===== src/rtl/regfile_wr_arbiter.sv =====
// regfile_wr_arbiter: round-robin EX/MEM writeback arbiter for the register-file write port; REGWR_CONFLICT_CNT_EN adds a saturating conflict counter.
module regfile_wr_arbiter #(
  parameter int DATA_W = 64,
  parameter int ADDR_W = 5
) (
  input  logic              clk,
  input  logic              reset,
  input  logic              ex_valid,
  output logic              ex_ready,
  input  logic [ADDR_W-1:0] ex_rd,
  input  logic [DATA_W-1:0] ex_data,
  input  logic              mem_valid,
  output logic              mem_ready,
  input  logic [ADDR_W-1:0] mem_rd,
  input  logic [DATA_W-1:0] mem_data,
  output logic              wr_en,
  output logic [ADDR_W-1:0] wr_rd,
  output logic [DATA_W-1:0] wr_data
`ifdef REGWR_CONFLICT_CNT_EN
  ,
  output logic [15:0]       conflict_cnt
`endif
);
  localparam logic [ADDR_W-1:0] XZR = '1;
  logic              ex_occ, mem_occ, last_grant, ex_grant, mem_grant, ex_load, mem_load;
  logic [ADDR_W-1:0] ex_rd_q, mem_rd_q;
  logic [DATA_W-1:0] ex_data_q, mem_data_q;
  // last_grant=1 means MEM went last, so EX wins the next conflict
  assign ex_grant  = ex_occ & (!mem_occ | last_grant);
  assign mem_grant = mem_occ & (!ex_occ | !last_grant);
  assign ex_ready  = !ex_occ | ex_grant;
  assign mem_ready = !mem_occ | mem_grant;
  assign ex_load   = ex_valid & ex_ready & (ex_rd != XZR);
  assign mem_load  = mem_valid & mem_ready & (mem_rd != XZR);
  always_ff @(posedge clk or posedge reset) begin
    if (reset) begin
      ex_occ     <= 1'b0;
      ex_rd_q    <= '0;
      ex_data_q  <= '0;
      mem_occ    <= 1'b0;
      mem_rd_q   <= '0;
      mem_data_q <= '0;
      last_grant <= 1'b0;
      wr_en      <= 1'b0;
      wr_rd      <= '0;
      wr_data    <= '0;
    end else begin
      ex_occ  <= ex_load | (ex_occ & !ex_grant);
      mem_occ <= mem_load | (mem_occ & !mem_grant);
      if (ex_load) begin
        ex_rd_q   <= ex_rd;
        ex_data_q <= ex_data;
      end
      if (mem_load) begin
        mem_rd_q   <= mem_rd;
        mem_data_q <= mem_data;
      end
      wr_en <= ex_grant | mem_grant;
      if (ex_grant | mem_grant) begin
        last_grant <= mem_grant;
        wr_rd      <= mem_grant ? mem_rd_q : ex_rd_q;
        wr_data    <= mem_grant ? mem_data_q : ex_data_q;
      end
    end
  end
`ifdef REGWR_CONFLICT_CNT_EN
  always_ff @(posedge clk or posedge reset) begin
    if (reset) conflict_cnt <= '0;
    else if (ex_occ & mem_occ & ~&conflict_cnt) conflict_cnt <= conflict_cnt + 16'd1;
  end
`endif
endmodule


===== config.mk =====
export PLATFORM = sky130hd
export DESIGN_NAME = regfile_wr_arbiter
export DESIGN_NICKNAME = d
export VERILOG_FILES = /design/src/rtl/regfile_wr_arbiter.sv
export SDC_FILE = /design/constraint.sdc
export NUM_CORES = 1
export LEC_CHECK = 0
export CAP_MARGIN = 20
export CORE_ASPECT_RATIO = 0.9
export CORE_MARGIN = 3
export CORE_UTILIZATION = 41
export CTS_CLUSTER_DIAMETER = 100
export DETAILED_ROUTE_END_ITERATION = 16
export GPL_ROUTABILITY_DRIVEN = 0
export HOLD_SLACK_MARGIN = 0.08
export PLACE_DENSITY = 0.68
export REMOVE_ABC_BUFFERS = 1
export SLEW_MARGIN = 30
export SYNTH_ARGS = -nofsm -noshare
export SYNTH_HDL_FRONTEND = slang
export SYNTH_SLANG_ARGS = --single-unit

===== constraint.sdc =====
create_clock -name clk -period 14.6 [get_ports clk]
set_clock_uncertainty 0.1 [all_clocks]
set_input_delay 2.19 -clock clk [delete_from_list [all_inputs] [get_ports clk]]
set_output_delay 2.19 -clock clk [all_outputs]
set_load 0.03 [all_outputs]

==> impl_metrics.py, run 1 <==
metrics = {
    "detailed_routing": {
        "drt-total-wl_um": 22700,
        "drt_first_pass_iters": 4,
        "postRouteAntennaNets": 0,
        "drt-wirelength-per-cell_um": 20.2,
        "via_count": 6031,
        "detail_route.vias_per_cell": 5.37,
        "drt_iter0_markers": 359,
        "drc": 0,
    },
    "grt": {
        "grt_pass1_wl_um": 36300,
        "grt_util_all_layers_pct": 18.7,
        "via_count_of_the_first_global_routing_pass": 6520,
        "antenna_found_initial": 0,
        "grt_max_degree": 134,
        "overflow": 0,
    },
    "clock_network": {
        "cts-root-buf": "clkbuf_16",
        "clk_latency_ns": 0.50,
        "h-tree-depth": 1,
        "cts_max_path_buffers": 3,
        "clock_tree_from_tritoncts": "built",
        "hold_buffer_count_at_cts": 0,
        "clkSlewWorstSetupHoldPaths_ns": 0.06,
        "cts.repair.resized": 0,
        "post-cts-setup-buffer-count": 0,
        "cts_inserted_buffers": 23,
        "clkSinkCount": 211,
    },
    "synth": {
        "postSynthCellCount": 630,
        "postSynth.topFlopCell": "dfrtp_1",
        "async_flop_share_pct": 100,
        "synth.yosys.seq_area_share_pct": 58.5,
        "synth_compound_gate_area_share_pct": 15.9,
        "synth_top_family_by_area": "multiplexers",
        "synth_common_cells": "dfrtp_1 (211), mux2_2 (126), o221a_2 (68)",
        "yosys.area.top_type": "dfrtp_1",
        "post-synth-top-count-cell": "dfrtp_1",
        "synth.area.mux_share_pct": 16.8,
        "post_synth.cell_area_avg_um2": 14.3,
        "synthXorXnorAreaFrac_pct": 0,
        "mappedNetlistArea_um2": 9030,
        "synth_top_cells_by_area": "dfrtp_1 (58%), mux2_2 (16%), o221a_2 (8.5%)",
        "yosysUniqueCellTypes": 26,
        "synthAdderAreaFrac_pct": 0,
        "synth_edf_count": 0,
        "netlist.area_leader.share_pct": 58.5,
        "ys_seq_elements": 211,
        "synthesis.yosys.warnings": 0,
        "post_synth_and_or_nand_nor_area_fraction_pct": 5.55,
    },
    "setup_path": {
        "critical_path_class": "reg2out",
        "crit_required_ns": 12.31,
        "worstPathCellList": "buf_4 > nand3_2 > clkdlybuf4s50_1",
        "largest_stage_delay_worst_path_ns": 0.86,
        "slowest_stage": "dfrtp_2",
        "crit_path_max_fanout": 39,
        "worstPathBufferInverterCount": 2,
        "worst_setup_path_start_kind": "flip-flop",
        "kind_of_cell_adding_the_most_delay_to_the_critical_path": "buffers and inverters",
        "worstSetupEndpointType": "output port",
        "cp.arrival_ns": 2.84,
    },
    "timing": {
        "maxSlewHeadroom_pct": 41.8,
        "period_minus_slack_ns": 5.13,
        "max_slew.worst_pin.slew_ns": 0.873,
        "final_min_period_over_clock_period_pct": 35.2,
        "hold_viol_final": 0,
        "max_freq_ghz": 0.195,
        "final-max-slew-violation-count": 0,
        "setup_total_negative_slack_ns": 0,
        "setup_viol_count_final": 0,
        "setup_repair_after_global_routing_missed_its_margin": "no",
    },
    "cells_and_area": {
        "register_area_um2": 5290,
        "final_nets": 965,
        "multi_input_gate_area_in_the_final_layout_um2": 3460,
        "fin_area_um2": 12100,
        "final_cell_count_no_fill": 1123,
        "post_route_cells_drive_above_1_share_pct": 29.0,
        "syn_to_final_growth_pct": 33.7,
        "antenna_cells": 0,
        "final.fill_count": 1685,
    },
    "placement": {
        "postPlaceCellArea_um2": 11300,
        "dp.final_hpwl_um": 13600,
        "placedCellCount": 1084,
        "port_buffer_cells": 213,
    },
    "floorplanning": {
        "floorplan.die.height_um": 147,
        "start_util_pct": 42.6,
        "floorplan.die.width_um": 162,
        "core_region_area_um2": 21200,
        "ports": 214,
        "core.rowCount": 50,
        "dieArea_um2": 23900,
    },
    "status": {
        "outcome": "complete, no violations",
    },
    "power_and_ir_drop": {
        "peakVddDrop_mv": 0.109,
        "total_power_mw": 2.43,
        "power_density_nw_per_um2": 201,
        "static-leakage-power_nw": 4.97,
    },
    "worst_hold_path": {
        "worst_hold_path_type": "reg2reg",
    },
    "flow_run": {
        "timing.max_cap.violations": 0,
    },
}
==> report_power, final <==
part / internal (mW) / leakage, nW / switching (mW)
clock network: 0.345 / 0.361 / 0.222
registers: 0.788 / 2.44 / 0.142
logic: 0.468 / 2.17 / 0.467
total: 1.60 / 4.97 / 0.831
==> cells in the final DEF, fill, tap and decap left out <==
master / instances
clkdlybuf4s50_1: 213
dfrtp_1: 209
mux2_2: 126
o221a_2: 68
nor2b_1: 64
a211o_1: 64
clkbuf_16: 23
nand2_1: 8
mux2_1: 8
clkbuf_1: 7
inv_1: 5
a2bb2oi_1: 4
clkbuf_8: 4
buf_6: 4
nand3_1: 3
o21ai_0: 3
or3_1: 3
buf_4: 3
o211ai_4: 2
clkinv_2: 2
bufinv_16: 2
nand3b_2: 1
nand3_2: 1
or2_2: 1
nand2b_4: 1
nand2_2: 1
clkinv_8: 1
mux2i_1: 1
o22ai_1: 1
o21bai_1: 1
inv_6: 1
dfrtp_2: 1
dfrtp_4: 1
==> registers in the layout, summed over array words and instances (netlist names) <==
signal,cells
ex_occ,1
wr_en,1
mem_rd_q,5
mem_data_q,64
wr_rd,5
wr_data,64
mem_occ,1
last_grant,1
ex_data_q,64
ex_rd_q,5
==> area by class of cell <==
class / count / area share (%)
Sequential cell: 211 / 43.8
Multi-Input combinational cell: 361 / 28.7
Timing Repair Buffer: 220 / 18.2
Clock buffer: 34 / 5.44
Tap cell: 286 / 2.96
Clock inverter: 5 / 0.653
Inverter: 6 / 0.290
==> logic make-up (layout without fill, tap and decap cells) <==
logic type | Yosys count | count (layout)
AOI/OAI and AO/OA | 143 | 143
buffers and inverters | 58 | 265
DFF | 211 | 211
and+or+nand+nor | 83 | 83
muxes | 135 | 135
==> metal layers <==
layer | GRT usage, % | vias to the layer above | part of all wire, %
li1 | - | 2749 | -
met1 | 27.5 | 3057 | 46
met2 | 29.1 | 208 | 46
met3 | 3.61 | 17 | 6.4
met4 | 3.92 | 0 | 1.0
met5 | 0 | - | 0
==> worst paths after layout <==
kind                               startpoint            end  slack (ns)  cells past startpoint
worst max-delay path                   ex_occ      mem_ready        9.47                      3
worst min-delay path            ex_data_q[12]  ex_data_q[12]        0.39                      1
worst max register to register        mem_occ    wr_data[50]       11.01                      6
worst min register to register  ex_data_q[12]  ex_data_q[12]        0.39                      1
max in group asynchronous               reset        mem_occ       11.02                      3
min in group asynchronous               reset  ex_data_q[48]        2.07                      2
==> through the flow <==
step | setup slack, ns | hold slack [ns] | util (%)
6_report | 9.47 | 0.391 | 56.9
5_1_grt | 9.31 | 0.416 | 56.9
4_1_cts | 9.40 | 0.395 | 56.9
3_5_place_dp | 9.86 | 0.382 | 53.4
3_3_place_gp | 9.79 | 0.375 | 53.4
2_1_floorplan | 6.54 | 0.365 | -
No activity file was read; power rests on OpenSTA's default activity.
==> run 2: changes to the inputs <==
- clock period: 14.6 -> 4.9 ns (I/O delays scaled with it)
==> run 2 against run 1 <==
Sequential cell count unchanged; register-to-register slack worse by 8.9 ns; wire length is 2.0% higher; sequential share of layout area shrank 0.21 points; first-iteration DRC count is 26% higher; cell area rose by 0.48%; combinational power grew to 3.0 times the previous value; core utilization up 0.27 points; sequential power increased to 3.0 times the previous value; setup slack worse by 7.9 ns; global-route usage increased by 0.35 points; largest cell class unchanged; largest power group unchanged; highest routed layer unchanged.
==> impl_metrics.py, run 2 (synthesis results as in run 1) <==
metrics = {
    "cells_and_area": {
        "final_cell_mix": "clkdlybuf4s50_1 (213), dfrtp_1 (209), mux2_2 (126)",
        "biggestRegsByFlops": "ex_data_q (64), mem_data_q (64), wr_data (64)",
        "final_cell_count_no_fill": 1126,
        "fin_area_um2": 12100,
        "syn_to_final_growth_pct": 34.3,
        "layout.cells.most_common": "clkdlybuf4s50_1",
        "post_route_cells_drive_above_1_share_pct": 29.6,
        "final.fill_count": 1672,
        "antenna_cells": 0,
        "final_nets": 967,
        "post-route-util_pct": 57.2,
    },
    "grt": {
        "grt_pass1_wl_um": 36900,
        "overflow": 0,
        "grt_max_degree": 119,
        "via_count_of_the_first_global_routing_pass": 6715,
        "antenna_found_initial": 0,
        "grt_util_all_layers_pct": 19.1,
    },
    "floorplanning": {
        "floorplan.die.width_um": 162,
        "core_region_area_um2": 21200,
        "floorplan.die.height_um": 147,
        "start_util_pct": 42.6,
        "dieArea_um2": 23900,
        "ports": 214,
        "core.rowCount": 50,
    },
    "setup_path": {
        "worstPathCellList": "nand3b_2 > clkdlybuf4s50_1",
        "critical_path_class": "reg2out",
        "largest_stage_delay_worst_path_ns": 1.01,
        "rr_worst_depth": 4,
        "worst_r2r_endpoint": "mem_data_q[17]",
        "crit_required_ns": 4.07,
        "slowest_stage": "dfrtp_4",
        "worstSetupEndpointType": "output port",
        "worst_setup_path_start_kind": "flip-flop",
        "worst_r2r_startpoint": "mem_occ",
        "crit_path_max_fanout": 78,
        "cp.arrival_ns": 2.49,
        "rrSetupSlack_ns": 2.10,
    },
    "timing": {
        "max_freq_ghz": 0.301,
        "max_slew.worst_pin.slew_ns": 0.911,
        "setup_repair_after_global_routing_missed_its_margin": "no",
        "final.hold.worst_slack_ns": 0.403,
        "maxSlewHeadroom_pct": 39.2,
        "setup_viol_count_final": 0,
        "period_minus_slack_ns": 3.32,
        "final-max-slew-violation-count": 0,
        "final_min_period_over_clock_period_pct": 67.9,
        "setup_total_negative_slack_ns": 0,
        "post-route-worst-setup-slack_ns": 1.58,
        "hold_viol_final": 0,
    },
    "detailed_routing": {
        "drt-wirelength-per-cell_um": 20.6,
        "drc": 0,
        "drt_first_pass_iters": 5,
        "detail_route.vias_per_cell": 5.47,
        "drt-total-wl_um": 23100,
        "postRouteAntennaNets": 0,
        "drt_iter0_markers": 451,
        "via_count": 6161,
    },
    "power_and_ir_drop": {
        "total_power_mw": 7.35,
        "static-leakage-power_nw": 5.01,
        "peakVddDrop_mv": 0.284,
        "power_density_nw_per_um2": 606,
    },
    "worst_hold_path": {
        "timing.hold.worst_endpoint": "ex_data_q[15]",
        "worst_hold_path_type": "reg2reg",
        "timing.hold.worst_path_depth": 1,
        "worst_hold_startpoint": "ex_data_q[15]",
    },
    "clock_network": {
        "clkSlewWorstSetupHoldPaths_ns": 0.06,
        "clk_latency_ns": 0.50,
        "clkSinkCount": 211,
        "cts_max_path_buffers": 3,
        "cts_inserted_buffers": 22,
        "hold_buffer_count_at_cts": 0,
        "cts-root-buf": "clkbuf_16",
        "clock_tree_from_tritoncts": "built",
        "post-cts-setup-buffer-count": 0,
        "cts.repair.resized": 0,
        "h-tree-depth": 1,
    },
    "placement": {
        "post_place_setup_slack_ns": 1.76,
        "port_buffer_cells": 213,
        "placedCellCount": 1087,
        "postPlaceCellArea_um2": 11300,
        "dp.final_hpwl_um": 14400,
    },
    "status": {
        "outcome": "complete, no violations",
    },
    "flow_run": {
        "timing.max_cap.violations": 0,
    },
}
==> run 2: worst max-delay path: cells and delay by family, from the launching register on <==
kind / cells / cell delay [ns]
buf+inv: 1 / 0.68
flops: 1 / 1.01
simple gates: 1 / 0.29
==> run 2: routing by layer <==
metal | up-vias | global-route usage, % | wire [um]
met1 | 3167 | 26.2 | 10300
met2 | 203 | 30.7 | 10900
met4 | 0 | 4.05 | 419
li1 | 2758 | - | -
met3 | 33 | 4.93 | 1520
met5 | - | 0 | 0
==> run 2: worst max-delay path by stage <==
stage / slack [ns] / cells after the start / startpoint / endpoint
final: 1.58 / 2 / mem_occ / ex_ready
after global routing: 1.46 / 2 / mem_occ / ex_ready
after CTS: 1.56 / 2 / mem_occ / ex_ready
after detailed placement: 1.76 / 5 / mem_rd[1] / mem_data_q[17]
after global placement: 1.82 / 5 / ex_rd[2] / ex_data_q[18]
after floorplan: -1.70 / 1 / reset / ex_data_q[0]
==> run 2: area by class of cell <==
type / count / area, um2 / share of cell area (%)
timing repair buffer: 223 / 2210 / 18.2
tap: 286 / 358 / 2.95
clock buffer: 34 / 687 / 5.66
clock inverter: 5 / 100 / 0.825
sequential: 211 / 5290 / 43.6
inverter: 6 / 30.0 / 0.247
multi-input combinational: 361 / 3460 / 28.5
==> run 2: power breakdown <==
group / switching [mW] / internal (mW)
combinational: 1.39 / 1.40
clock: 0.671 / 1.12
sequential: 0.422 / 2.35
total: 2.48 / 4.86
==> run 3: changes to the inputs <==
- clock period: 4.9 -> 3.3 ns (I/O delays scaled with it)
==> run 3 against run 2 <==
Cell count rose by 0.36%; count of clock-buffer cells in the layout did not move; worst hold slack got worse by 0.047 ns; sequential share of layout area fell by 0.26 points; via count rose by 0.76%; clock power rose by 49%; core utilization rose by 0.35 points; non-clock buffer count rose by 3; combinational power rose by 49%; setup slack got worse by 1.2 ns; die area did not move; critical path type unchanged.
==> impl_metrics.py, run 3 (synthesis results as in run 1) <==
metrics = {
    "grt": {
        "grt_util_all_layers_pct": 19.2,
        "antenna_found_initial": 1,
        "grt_pass1_wl_um": 37200,
        "via_count_of_the_first_global_routing_pass": 6800,
        "overflow": 0,
        "grt_max_degree": 72,
    },
    "floorplanning": {
        "floorplan.die.height_um": 147,
        "core_region_area_um2": 21200,
        "start_util_pct": 42.6,
        "ports": 214,
        "core.rowCount": 50,
        "dieArea_um2": 23900,
        "floorplan.die.width_um": 162,
    },
    "detailed_routing": {
        "drt-total-wl_um": 23200,
        "drc": 0,
        "drt_iter0_markers": 457,
        "detail_route.vias_per_cell": 5.49,
        "drt_first_pass_iters": 4,
        "drt-wirelength-per-cell_um": 20.6,
        "postRouteAntennaNets": 0,
        "via_count": 6208,
    },
    "worst_hold_path": {
        "worst_hold_path_type": "in2async",
    },
    "clock_network": {
        "clock_tree_from_tritoncts": "built",
        "post-cts-setup-buffer-count": 0,
        "clkSlewWorstSetupHoldPaths_ns": 0.06,
        "clk_latency_ns": 0.49,
        "cts.repair.resized": 0,
        "h-tree-depth": 1,
        "hold_buffer_count_at_cts": 0,
        "cts-root-buf": "clkbuf_16",
        "cts_max_path_buffers": 3,
        "cts_inserted_buffers": 23,
        "clkSinkCount": 211,
    },
    "timing": {
        "final.hold.worst_slack_ns": 0.356,
        "max_freq_ghz": 0.341,
        "maxSlewHeadroom_pct": 47.8,
        "setup_viol_count_final": 0,
        "hold_viol_final": 0,
        "setup_repair_after_global_routing_missed_its_margin": "no",
        "period_minus_slack_ns": 2.94,
        "final_min_period_over_clock_period_pct": 89.0,
        "final-max-slew-violation-count": 0,
        "max_slew.worst_pin.slew_ns": 0.783,
    },
    "status": {
        "outcome": "complete, no violations",
    },
    "cells_and_area": {
        "final_nets": 971,
        "post_route_cells_drive_above_1_share_pct": 30.0,
        "post-route-util_pct": 57.6,
        "final_cell_mix": "clkdlybuf4s50_1 (213), dfrtp_1 (209), mux2_2 (126)",
        "syn_to_final_growth_pct": 35.2,
        "layout.cells.most_common": "clkdlybuf4s50_1",
        "final_cell_count_no_fill": 1130,
        "biggestRegsByFlops": "ex_data_q (64), mem_data_q (64), wr_data (64)",
        "antenna_cells": 0,
    },
    "setup_path": {
        "largest_stage_delay_worst_path_ns": 0.92,
        "worst_r2r_startpoint": "mem_occ",
        "crit_path_max_fanout": 67,
        "slowest_stage": "dfrtp_4",
        "worst_setup_path_start_kind": "flip-flop",
        "critical_path_class": "reg2out",
        "crit_required_ns": 2.70,
        "cp.arrival_ns": 2.34,
        "kind_of_cell_adding_the_most_delay_to_the_critical_path": "flip-flops",
        "worstPathBufferInverterCount": 1,
        "worstPathCellList": "nand3_2 > clkdlybuf4s50_1",
        "worstSetupEndpointType": "output port",
        "critPathLaunch": "mem_occ",
    },
    "power_and_ir_drop": {
        "power_density_nw_per_um2": 896,
        "peakVddDrop_mv": 0.519,
        "static-leakage-power_nw": 5.04,
    },
    "placement": {
        "placedCellCount": 1090,
        "dp.final_hpwl_um": 14300,
        "port_buffer_cells": 213,
    },
    "flow_run": {
        "timing.max_cap.violations": 0,
    },
}
## run 3: changes by cell type in the layout (fill, tap and decap cells not counted)
cell,delta
buf_6,-1
clkinv_2,+1
buf_12,+4
## run 3: metal layers
metal  global-route usage (%)  routed length, um
met1                     25.8              10200
met4                     5.16                583
met2                     30.8              10600
met3                     5.55               1810
met5                        0                 13
## run 3: path summary, 6_finish.rpt
kind	end	slack (ns)	cells after the start
worst min register to register	ex_data_q[12]	0.39	1
min in group clk	ex_data_q[12]	0.39	1
worst max register to register	wr_rd[4]	0.75	4
worst min-delay path	wr_data[20]	0.36	2
max in group asynchronous	wr_data[18]	2.03	3
worst max-delay path	mem_ready	0.36	2
## run 3: worst register-to-register path, cell delays in order (launching register included)
cell      delay [ns]
dfrtp_4         0.92
buf_4           0.77
mux2i_1         0.33
o22ai_1         0.10
o21bai_1        0.20
## run 3: final cells by class
| cell class | count | area (um2) |
|---|---|---|
| multi-input combinational | 361 | 3460 |
| clock inverter | 6 | 105 |
| fill | 1654 | 9000 |
| sequential | 211 | 5290 |
| clock buffer | 34 | 687 |
| timing repair buffer | 226 | 2280 |
| inverter | 6 | 30.0 |
| tap | 286 | 358 |
## run 3: metrics by stage
step | power, mW | area [um2] | TNS (ns) | worst slack (ns)
6_report | 10.9 | 12200 | 0 | 0.364
5_1_grt | 11.5 | 12200 | 0 | 0.260
4_1_cts | 11.1 | 12200 | 0 | 0.327
3_5_place_dp | 8.34 | 11400 | 0 | 0.830
3_3_place_gp | 8.20 | 11400 | 0 | 0.865
2_1_floorplan | 6.60 | 8760 | -1018.35 | -3.06
## run 3: where the power goes
part | internal [mW] | switching [mW]
Combinational | 2.10 | 2.08
Sequential | 3.49 | 0.623
Clock | 1.66 | 0.996
Total | 7.25 | 3.70
